===== config.mk =====
export PLATFORM = sky130hd
export DESIGN_NAME = sklansky_sub16_pipe_flat
export DESIGN_NICKNAME = d
export VERILOG_FILES = /design/src/rtl/sklansky_sub16_pipe_if.sv /design/src/rtl/sklansky_sub16_pipe.sv /design/src/flat_wrapper.sv
export SDC_FILE = /design/constraint.sdc
export NUM_CORES = 1
export LEC_CHECK = 0
export CORE_MARGIN = 2
export CORE_UTILIZATION = 55
export DETAILED_ROUTE_END_ITERATION = 10
export GPL_TIMING_DRIVEN = 0
export PLACE_DENSITY = 0.84
export SETUP_SLACK_MARGIN = 0.05
export SLEW_MARGIN = 40
export SYNTH_ARGS = -nofsm -noshare
export SYNTH_HDL_FRONTEND = slang
export SYNTH_SLANG_ARGS = --single-unit
export TNS_END_PERCENT = 5

===== constraint.sdc =====
create_clock -name clk -period 5.7 [get_ports clk]
set_input_delay 1.14 -clock clk [delete_from_list [all_inputs] [get_ports clk]]
set_output_delay 1.14 -clock clk [all_outputs]
set_load 0.02 [all_outputs]

===== src/rtl/sklansky_sub16_pipe_if.sv =====
// Handshake and data bundle for the 16-bit pipelined Sklansky subtractor.
interface sklansky_sub16_pipe_if;
  logic        in_valid;
  logic        in_ready;
  logic [15:0] a;
  logic [15:0] b;
  logic        bin;
  logic        out_valid;
  logic        out_ready;
  logic [15:0] diff;
  logic        bout;
  logic        ovf;
  logic        zero;

  // Producer/consumer side: drives operands and result back-pressure.
  modport master (
    output in_valid, a, b, bin, out_ready,
    input  in_ready, out_valid, diff, bout, ovf, zero
  );

  // Subtractor side.
  modport slave (
    input  in_valid, a, b, bin, out_ready,
    output in_ready, out_valid, diff, bout, ovf, zero
  );
endinterface


===== src/rtl/sklansky_sub16_pipe.sv =====
// 16-bit subtractor a - b - bin built on a 4-level Sklansky prefix tree,
// split over two pipeline stages with valid/ready flow control.
// Stage 1: bit g/p and prefix levels 1-2 (span 4).
// Stage 2: prefix levels 3-4 (span 16), sum XOR and flags, registered outputs.
module sklansky_sub16_pipe (
  input  logic              clk,
  input  logic              rst_n,
  sklansky_sub16_pipe_if.slave bus
);

  // ---------------- flow control ----------------
  logic r_v1, r_v2;
  logic w_s2_load, w_s1_moves, w_in_ready, w_in_fire;

  assign w_s2_load  = !r_v2 || bus.out_ready;
  assign w_s1_moves = r_v1 && w_s2_load;
  assign w_in_ready = !r_v1 || w_s1_moves;
  assign w_in_fire  = bus.in_valid && w_in_ready;

  assign bus.in_ready  = w_in_ready;
  assign bus.out_valid = r_v2;

  // ---------------- stage 1 combinational ----------------
  // Subtraction as a + ~b + ~bin.
  logic [15:0] w_g, w_p, w_g1, w_p1, w_g2, w_p2;

  // Bit generate/propagate, then span-2 and span-4 Sklansky levels.
  always_comb begin
    w_g  = bus.a & ~bus.b;
    w_p  = bus.a ^ ~bus.b;
    w_g1 = w_g;
    w_p1 = w_p;
    for (int i = 0; i < 16; i++) begin
      if ((i & 1) != 0) begin
        w_g1[i] = w_g[i] | (w_p[i] & w_g[(i & ~1)]);
        w_p1[i] = w_p[i] & w_p[(i & ~1)];
      end
    end
    w_g2 = w_g1;
    w_p2 = w_p1;
    for (int i = 0; i < 16; i++) begin
      if ((i & 2) != 0) begin
        w_g2[i] = w_g1[i] | (w_p1[i] & w_g1[(i & ~3) | 1]);
        w_p2[i] = w_p1[i] & w_p1[(i & ~3) | 1];
      end
    end
  end

  // ---------------- stage 1 register ----------------
  logic [15:0] r_g2, r_p2, r_p;
  logic        r_cin;

  // Stage-1 valid flag; clears asynchronously to drop in-flight beats.
  always_ff @(posedge clk or negedge rst_n) begin
    if (!rst_n)          r_v1 <= 1'b0;
    else if (w_in_ready) r_v1 <= bus.in_valid;
  end

  // Stage-1 data: group G/P over span 4, bit propagate and carry-in.
  always_ff @(posedge clk) begin
    if (w_in_fire) begin
      r_g2  <= w_g2;
      r_p2  <= w_p2;
      r_p   <= w_p;
      r_cin <= ~bus.bin;
    end
  end

  // ---------------- stage 2 combinational ----------------
  logic [15:0] w_g3, w_p3, w_g4, w_p4, w_diff;
  logic [16:0] w_c;
  logic        w_bout, w_ovf, w_zero;

  // Span-8 and span-16 levels, then carries with the carry-in folded in.
  always_comb begin
    w_g3 = r_g2;
    w_p3 = r_p2;
    for (int i = 0; i < 16; i++) begin
      if ((i & 4) != 0) begin
        w_g3[i] = r_g2[i] | (r_p2[i] & r_g2[(i & ~7) | 3]);
        w_p3[i] = r_p2[i] & r_p2[(i & ~7) | 3];
      end
    end
    w_g4 = w_g3;
    w_p4 = w_p3;
    for (int i = 0; i < 16; i++) begin
      if ((i & 8) != 0) begin
        w_g4[i] = w_g3[i] | (w_p3[i] & w_g3[7]);
        w_p4[i] = w_p3[i] & w_p3[7];
      end
    end
    w_c[0] = r_cin;
    for (int i = 0; i < 16; i++) w_c[i+1] = w_g4[i] | (w_p4[i] & r_cin);
  end

  assign w_diff = r_p ^ w_c[15:0];
  assign w_bout = ~w_c[16];
  // Carry into the MSB differing from carry out of it is exactly the
  // "operand signs differ and result sign differs from a" condition.
  assign w_ovf  = w_c[16] ^ w_c[15];
  assign w_zero = (w_diff == 16'h0000);

  // ---------------- stage 2 register ----------------
  logic [15:0] r_diff;
  logic        r_bout, r_ovf, r_zero;

  // Stage-2 valid and result registers; results hold while stalled.
  always_ff @(posedge clk or negedge rst_n) begin
    if (!rst_n) begin
      r_v2   <= 1'b0;
      r_diff <= 16'h0000;
      r_bout <= 1'b0;
      r_ovf  <= 1'b0;
      r_zero <= 1'b0;
    end else if (w_s2_load) begin
      r_v2 <= r_v1;
      if (r_v1) begin
        r_diff <= w_diff;
        r_bout <= w_bout;
        r_ovf  <= w_ovf;
        r_zero <= w_zero;
      end
    end
  end

  assign bus.diff = r_diff;
  assign bus.bout = r_bout;
  assign bus.ovf  = r_ovf;
  assign bus.zero = r_zero;

endmodule

===== src/flat_wrapper.sv =====
// flat-port wrapper written by rule: the top's interface ports become plain ports
module sklansky_sub16_pipe_flat 
  (clk, rst_n, bus_in_valid, bus_a, bus_b, bus_bin, bus_out_ready, bus_in_ready, bus_out_valid, bus_diff, bus_bout, bus_ovf, bus_zero);
  sklansky_sub16_pipe_if bus_i ();
  input  logic clk;
  input  logic rst_n;
  input wire logic [$bits(bus_i.in_valid)-1:0] bus_in_valid;
  input wire logic [$bits(bus_i.a)-1:0] bus_a;
  input wire logic [$bits(bus_i.b)-1:0] bus_b;
  input wire logic [$bits(bus_i.bin)-1:0] bus_bin;
  input wire logic [$bits(bus_i.out_ready)-1:0] bus_out_ready;
  output wire logic [$bits(bus_i.in_ready)-1:0] bus_in_ready;
  output wire logic [$bits(bus_i.out_valid)-1:0] bus_out_valid;
  output wire logic [$bits(bus_i.diff)-1:0] bus_diff;
  output wire logic [$bits(bus_i.bout)-1:0] bus_bout;
  output wire logic [$bits(bus_i.ovf)-1:0] bus_ovf;
  output wire logic [$bits(bus_i.zero)-1:0] bus_zero;
  assign bus_i.in_valid = bus_in_valid;
  assign bus_i.a = bus_a;
  assign bus_i.b = bus_b;
  assign bus_i.bin = bus_bin;
  assign bus_i.out_ready = bus_out_ready;
  assign bus_in_ready = bus_i.in_ready;
  assign bus_out_valid = bus_i.out_valid;
  assign bus_diff = bus_i.diff;
  assign bus_bout = bus_i.bout;
  assign bus_ovf = bus_i.ovf;
  assign bus_zero = bus_i.zero;
  sklansky_sub16_pipe u_core (.clk(clk), .rst_n(rst_n), .bus(bus_i));
endmodule

=== Word-level counts from Yosys, hierarchy flattened ===
Cells that the tools add are included.
W data, S select, Z words.

* Bits in registers: 70
* Bits in latches: 0
* Bits in writable memories: 0
* ROM bits: 0
* Input bits: 37
* Output and inout port bits: 21
* Word-level logic and storage cells: 153
* Memories: 0

* Add/subtract/negate cells: 0
* Multipliers: 0
* Divide/modulo/power cells: 0
* $lt $le $gt $ge: 0
* Equality and inequality tests: 0
* Shift-type cells: 0
* Mux-type cells: 0
* Bitwise gates (word level): 135
* Reduce and logical (&&, ||, !) cells: 8

{| class="wikitable"
|+ Operators with widths
! kind !! number
|-
| $and A1 B1 Y1 || 80
|-
| $or A1 B1 Y1 || 48
|-
| $xor A16 B16 Y16 || 2
|-
| $and A16 B16 Y16 || 1
|-
| $logic_not A16 Y1 || 1
|-
| $not A16 Y16 || 1
|-
| $logic_and A1 B1 Y1 || 2
|-
| $logic_not A1 Y1 || 2
|-
| $logic_or A1 B1 Y1 || 2
|-
| $not A1 Y1 || 2
|-
| $reduce_and A2 Y1 || 1
|-
| $xor A1 B1 Y1 || 1
|}

=== Longest topological paths before layout ===
* Depth in word-level cells: 7
* Depth in mapped cells: 7
* Depth with buffers taken out: 7

=== Worst setup path before layout ===
Ideal clock, no wire load.

* Path type: input-to-reg
* Start point: in bus_out_ready
* End point: reg u_core.r_cin, enable pin
* Library setup time: 407 ps
* Data arrival time: 2,523 ps
* Data required time: 5,293 ps
* Slack: 2,770 ps
* Stages: 2
* Buffers on the path: 0
* Cell sequence: nand3b_1 -> and2_1

* Cells in the longest elaborated chain, start to end: 4

{| class="wikitable"
|+ Ends and longest elaborated chain
! element !! RTL line !! RTL
|-
| from (decl) || flat_wrapper.sv:11 || <nowiki>input wire logic [$bits(bus_i.out_ready)-1:0] bus_out_ready;</nowiki>
|-
| $logic_or A1 B1 Y1 || sklansky_sub16_pipe.sv:15 || <nowiki>assign w_s2_load = !r_v2 || bus.out_ready;</nowiki>
|-
| $logic_and A1 B1 Y1 || sklansky_sub16_pipe.sv:16 || <nowiki>assign w_s1_moves = r_v1 && w_s2_load;</nowiki>
|-
| $logic_or A1 B1 Y1 || sklansky_sub16_pipe.sv:17 || <nowiki>assign w_in_ready = !r_v1 || w_s1_moves;</nowiki>
|-
| $logic_and A1 B1 Y1 || sklansky_sub16_pipe.sv:18 || <nowiki>assign w_in_fire = bus.in_valid && w_in_ready;</nowiki>
|-
| net u_core.w_in_fire || sklansky_sub16_pipe.sv:13 || <nowiki>logic w_s2_load, w_s1_moves, w_in_ready, w_in_fire;</nowiki>
|-
| to (signal assigned) || sklansky_sub16_pipe.sv:65 || <nowiki>r_cin <= ~bus.bin;</nowiki>
|-
| to (decl) || sklansky_sub16_pipe.sv:51 || <nowiki>logic r_cin;</nowiki>
|}

The timed path passes the listed nets, and every way through them passes these cells.
A chain may end at the register's enable or synchronous reset.

=== Worst setup path in the final report ===
* Start point: in bus_out_ready
* End point: out bus_in_ready

* Cells in the longest elaborated chain, start to end: 3

{| class="wikitable"
|+ Ends and longest elaborated chain
! element !! RTL line !! RTL
|-
| $logic_or A1 B1 Y1 || sklansky_sub16_pipe.sv:15 ||
|-
| $logic_and A1 B1 Y1 || sklansky_sub16_pipe.sv:16 ||
|-
| $logic_or A1 B1 Y1 || sklansky_sub16_pipe.sv:17 ||
|-
| to (decl) || flat_wrapper.sv:12 || <nowiki>output wire logic [$bits(bus_i.in_ready)-1:0] bus_in_ready;</nowiki>
|}

No other way between the ends.

==> Implementation_results.wiki <==
{| class="wikitable"
! Metric !! Value
|-
| Area Overhead vs Synth || 28.1%
|-
| Post-DRT Antenna Nets || 0
|-
| Number of warnings reported in the yosys synthesis log || 0
|-
| Port-buffer cells || 57
|-
| Worst Hold Depth || 1
|-
| Final cell area excluding filler cells || 0.00377 mm2
|-
| Highest net fanout along the worst path || 3
|-
| Number of enable-type register cells in the synthesized netlist || 45
|-
| Wire length of the first global-routing pass || 8580 um
|-
| Max_cap viols || 0
|-
| Number of search-and-repair iterations in the first detailed-routing pass || 4
|-
| PD cells || 330 mW/mm2
|-
| Unrepaired setup endpoints after global routing || no
|-
| Setup-violating endpoint count in the final report || 0
|-
| Total GRT Usage || 18.9%
|-
| Final max-slew violation count || 0
|-
| Critical Path End Type || primary output
|-
| Category of the critical setup timing path || in -> out
|-
| Maximum number of pins on one net before global-route repair || 46
|-
| Die Footprint || 0.00596 mm2
|-
| Data required, critical path || 4560 ps
|-
| Commonest register cell after synthesis || sky130_fd_sc_hd__edfxtp_1
|-
| Post-Syn Nets || ~270
|-
| Measured slew at the worst slew-check pin || 585 ps
|-
| Total leakage power || 1.59 nW
|-
| Starting DRC count in detailed routing || between 150 and 200
|-
| Peak supply drop || between 0.15 and 0.2 mV
|-
| Max-slew headroom || approximately three fifths
|-
| Half-perimeter wire length after detailed placement || between 3000 and 4000 um
|-
| CTS tree || built
|-
| Height of the chip || 77.2 um
|-
| Final Hold Violating Endpoints || 0
|-
| Async set-or-reset flop fraction in the synthesized netlist || 31.8%
|-
| Initial Util || 57.3%
|-
| Count of hold buffers inserted by post-cts repair || 0
|-
| Outcome || finished clean
|-
| Arr. time, crit path || 2390 ps
|-
| Number of buffers inserted during clock tree synthesis || 9
|-
| Register area share after synthesis || 63.7%
|-
| Cell count along the critical path || 3
|-
| # clock sinks || 66
|-
| Post-route clock skew || 5.11 ps
|-
| Total power || 1.24 mW
|-
| Placed Area || 0.00360 mm2
|-
| Critical path's largest stage delay || 630 ps
|-
| Clock latency on the worst-skew pair || 330 ps
|-
| Depth of the most critical reg-to-reg path || 6
|-
| Top-Level Pins || 58
|-
| Routed wire length per instance || 14.7 um
|-
| Number of inserted filler cells in the final layout || 356
|-
| Average cell area after synthesis || 13.9 um2
|-
| Post-route core utilization || roughly three quarters
|-
| Fraction of final layout cells sized beyond drive strength 1 || 11.9%
|-
| Final critical delay including setup and external delays || 3530 ps
|-
| Antenna violations before repair || 0
|-
| RePlAce Congestion || 0.751
|-
| Maximum frequency from static timing analysis || 283 MHz
|-
| Count of instances resized after the clock tree is built || 0
|-
| Vias in the first global route || about 1900
|-
| Total number of vias || between 1500 and 2000
|-
| Post-Syn Area || 0.00295 mm2
|-
| CP max-delay cell || sky130_fd_sc_hd__clkdlybuf4s50_1
|-
| Hold WS || 499 ps
|-
| Count of state elements after synthesis || 66
|-
| Final net count || 334
|-
| Routed WL || 5220 um
|-
| Worst Setup Start Kind || input pin
|-
| Instance count of the mapped netlist || about 210
|-
| Htree depth || 3
|-
| Class of the tightest hold or removal check || reg -> reg
|-
| Critical path, cell by cell || clkdlybuf4s50_1 > nand3b_1 > clkdlybuf4s50_1
|-
| Post-synthesis cell type count || 36
|-
| Clock Tree Buf Depth || 2
|-
| GRT Residual Overflow || 0
|-
| Final Cycle Share || 62.0%
|-
| Standard-cell rows || 26
|-
| Antenna fix cells || 0
|-
| Clk slew on worst S/H paths || 60 ps
|-
| Core region area || just over 0.005 mm2
|-
| Vias per Instance || 5.27
|-
| CTS root buf || sky130_fd_sc_hd__clkbuf_8
|-
| Die W || between 70 and 80 um
|-
| Crit-path most repeated cell || sky130_fd_sc_hd__clkdlybuf4s50_1
|-
| Number of post-CTS setup repair buffers || 0
|-
| Final total negative setup slack || 0 ps
|-
| Crit-path leading delay family || buffers and inverters
|-
| Critical path buffers and inverters || 2
|-
| DRC || 0
|}
registers in the layout, indices dropped and copies added (netlist names):
register,count
u_core.bus.diff,16
u_core.r_g2,16
u_core.r_p,16
u_core.r_p2,12
u_core.bus.bout,1
u_core.bus.out_valid,1
u_core.bus.ovf,1
u_core.bus.zero,1
u_core.r_cin,1
u_core.r_v1,1
synthesized netlist by cell type (2+ instances only):
library cell | number | share of area (%)
sky130_fd_sc_hd__and3_1 | 4 | 0.85
sky130_fd_sc_hd__ha_1 | 17 | 7.2
sky130_fd_sc_hd__nand2_1 | 10 | 1.3
sky130_fd_sc_hd__a21oi_1 | 9 | 1.5
sky130_fd_sc_hd__nor4_1 | 3 | 0.64
sky130_fd_sc_hd__a21o_1 | 14 | 3.6
sky130_fd_sc_hd__mux2_2 | 13 | 5.0
sky130_fd_sc_hd__o21ai_0 | 7 | 1.2
sky130_fd_sc_hd__and2_1 | 11 | 2.3
sky130_fd_sc_hd__inv_1 | 18 | 2.3
sky130_fd_sc_hd__xor2_1 | 3 | 0.89
sky130_fd_sc_hd__xnor2_1 | 10 | 3.0
sky130_fd_sc_hd__dfrtp_1 | 21 | 18
sky130_fd_sc_hd__edfxtp_1 | 45 | 46
sky130_fd_sc_hd__nor2_1 | 3 | 0.38
sky130_fd_sc_hd__nor3_1 | 2 | 0.34
sky130_fd_sc_hd__nand2b_1 | 3 | 0.64
final timing paths:
| check | end | slack (ps) | startpoint |
|---|---|---|---|
| min in group asynchronous | u_core.bus.diff[3] | 760 | rst_n |
| min | u_core.bus.out_valid | 500 | u_core.r_v1 |
| max reg2reg | u_core.bus.zero | 3720 | u_core.r_g2[3] |
| max | bus_in_ready | 2170 | bus_out_ready |
| min reg2reg | u_core.bus.out_valid | 500 | u_core.r_v1 |
| max in group asynchronous | u_core.bus.diff[11] | 4620 | rst_n |
layout by cell type, fill, tap and decap left out, drive strengths merged, types with 3 or more instances in the layout:
cell and instances:
dfrtp 21, ha 17, and3 4, nand2 10, clkbuf 14, xnor2 10
nor4 3, edfxtp 45, mux2 13, a21oi 10, inv 18, xor2 3
and2 11, nand2b 3, clkdlybuf4s50 56, a21o 15, clkinv 3, nor2 3
o21ai 7
metal layers:
layer	routed length (um)	track usage (%)	share of wire, %
met1	2250	23.0	43
met2	2690	31.5	51
met3	186	4.35	3.6
met4	100	9.64	1.9
met5	0	0	0
worst reg2reg max path: cells and delay by family, from the launching register on:
kind / cells / cell delay (ps)
flops: 1 / 420
simple gates: 2 / 400
compound gates: 4 / 1060
cell families (layout without fill, tap and decap cells):
group                    Yosys count  in the layout  share of synthesized area, %
AO/OA/AOI/OAI                     38             38                          8.75
adder cells (fa/ha/maj)           17             17                          7.22
AND/OR/NAND/NOR                   45             45                          8.96
XOR/XNOR                          13             13                          3.86
flip-flops                        66             66                          63.7
multiplexers                      13             13                          4.97
buffers and inverters             20             93                          2.55
power by group:
group          switching [mW]  total, mW  leakage, nW  internal (mW)
clock                   0.164      0.343       0.0908          0.179
combinational           0.133      0.279        0.812          0.146
sequential             0.0368      0.622        0.689          0.585
total                   0.334       1.24         1.59          0.910
layout make-up:
class,instances,area (um2),area share [%]
inverter,18,67.6,1.79
timing repair buffer,57,566,15.0
buffer,2,7.51,0.199
multi-input combinational,126,997,26.4
clock inverter,3,13.8,0.365
sequential,66,1880,49.7
tap,70,87.6,2.32
clock buffer,13,159,4.21
through the flow:
stage | cells | worst slack (ps)
floorplan | 212 | 2770
global placement | 339 | 2070
detailed placement | 339 | 2170
CTS | 355 | 2160
global route | 355 | 2140
finish | 355 | 2170
(Power assumes the default switching activity.)
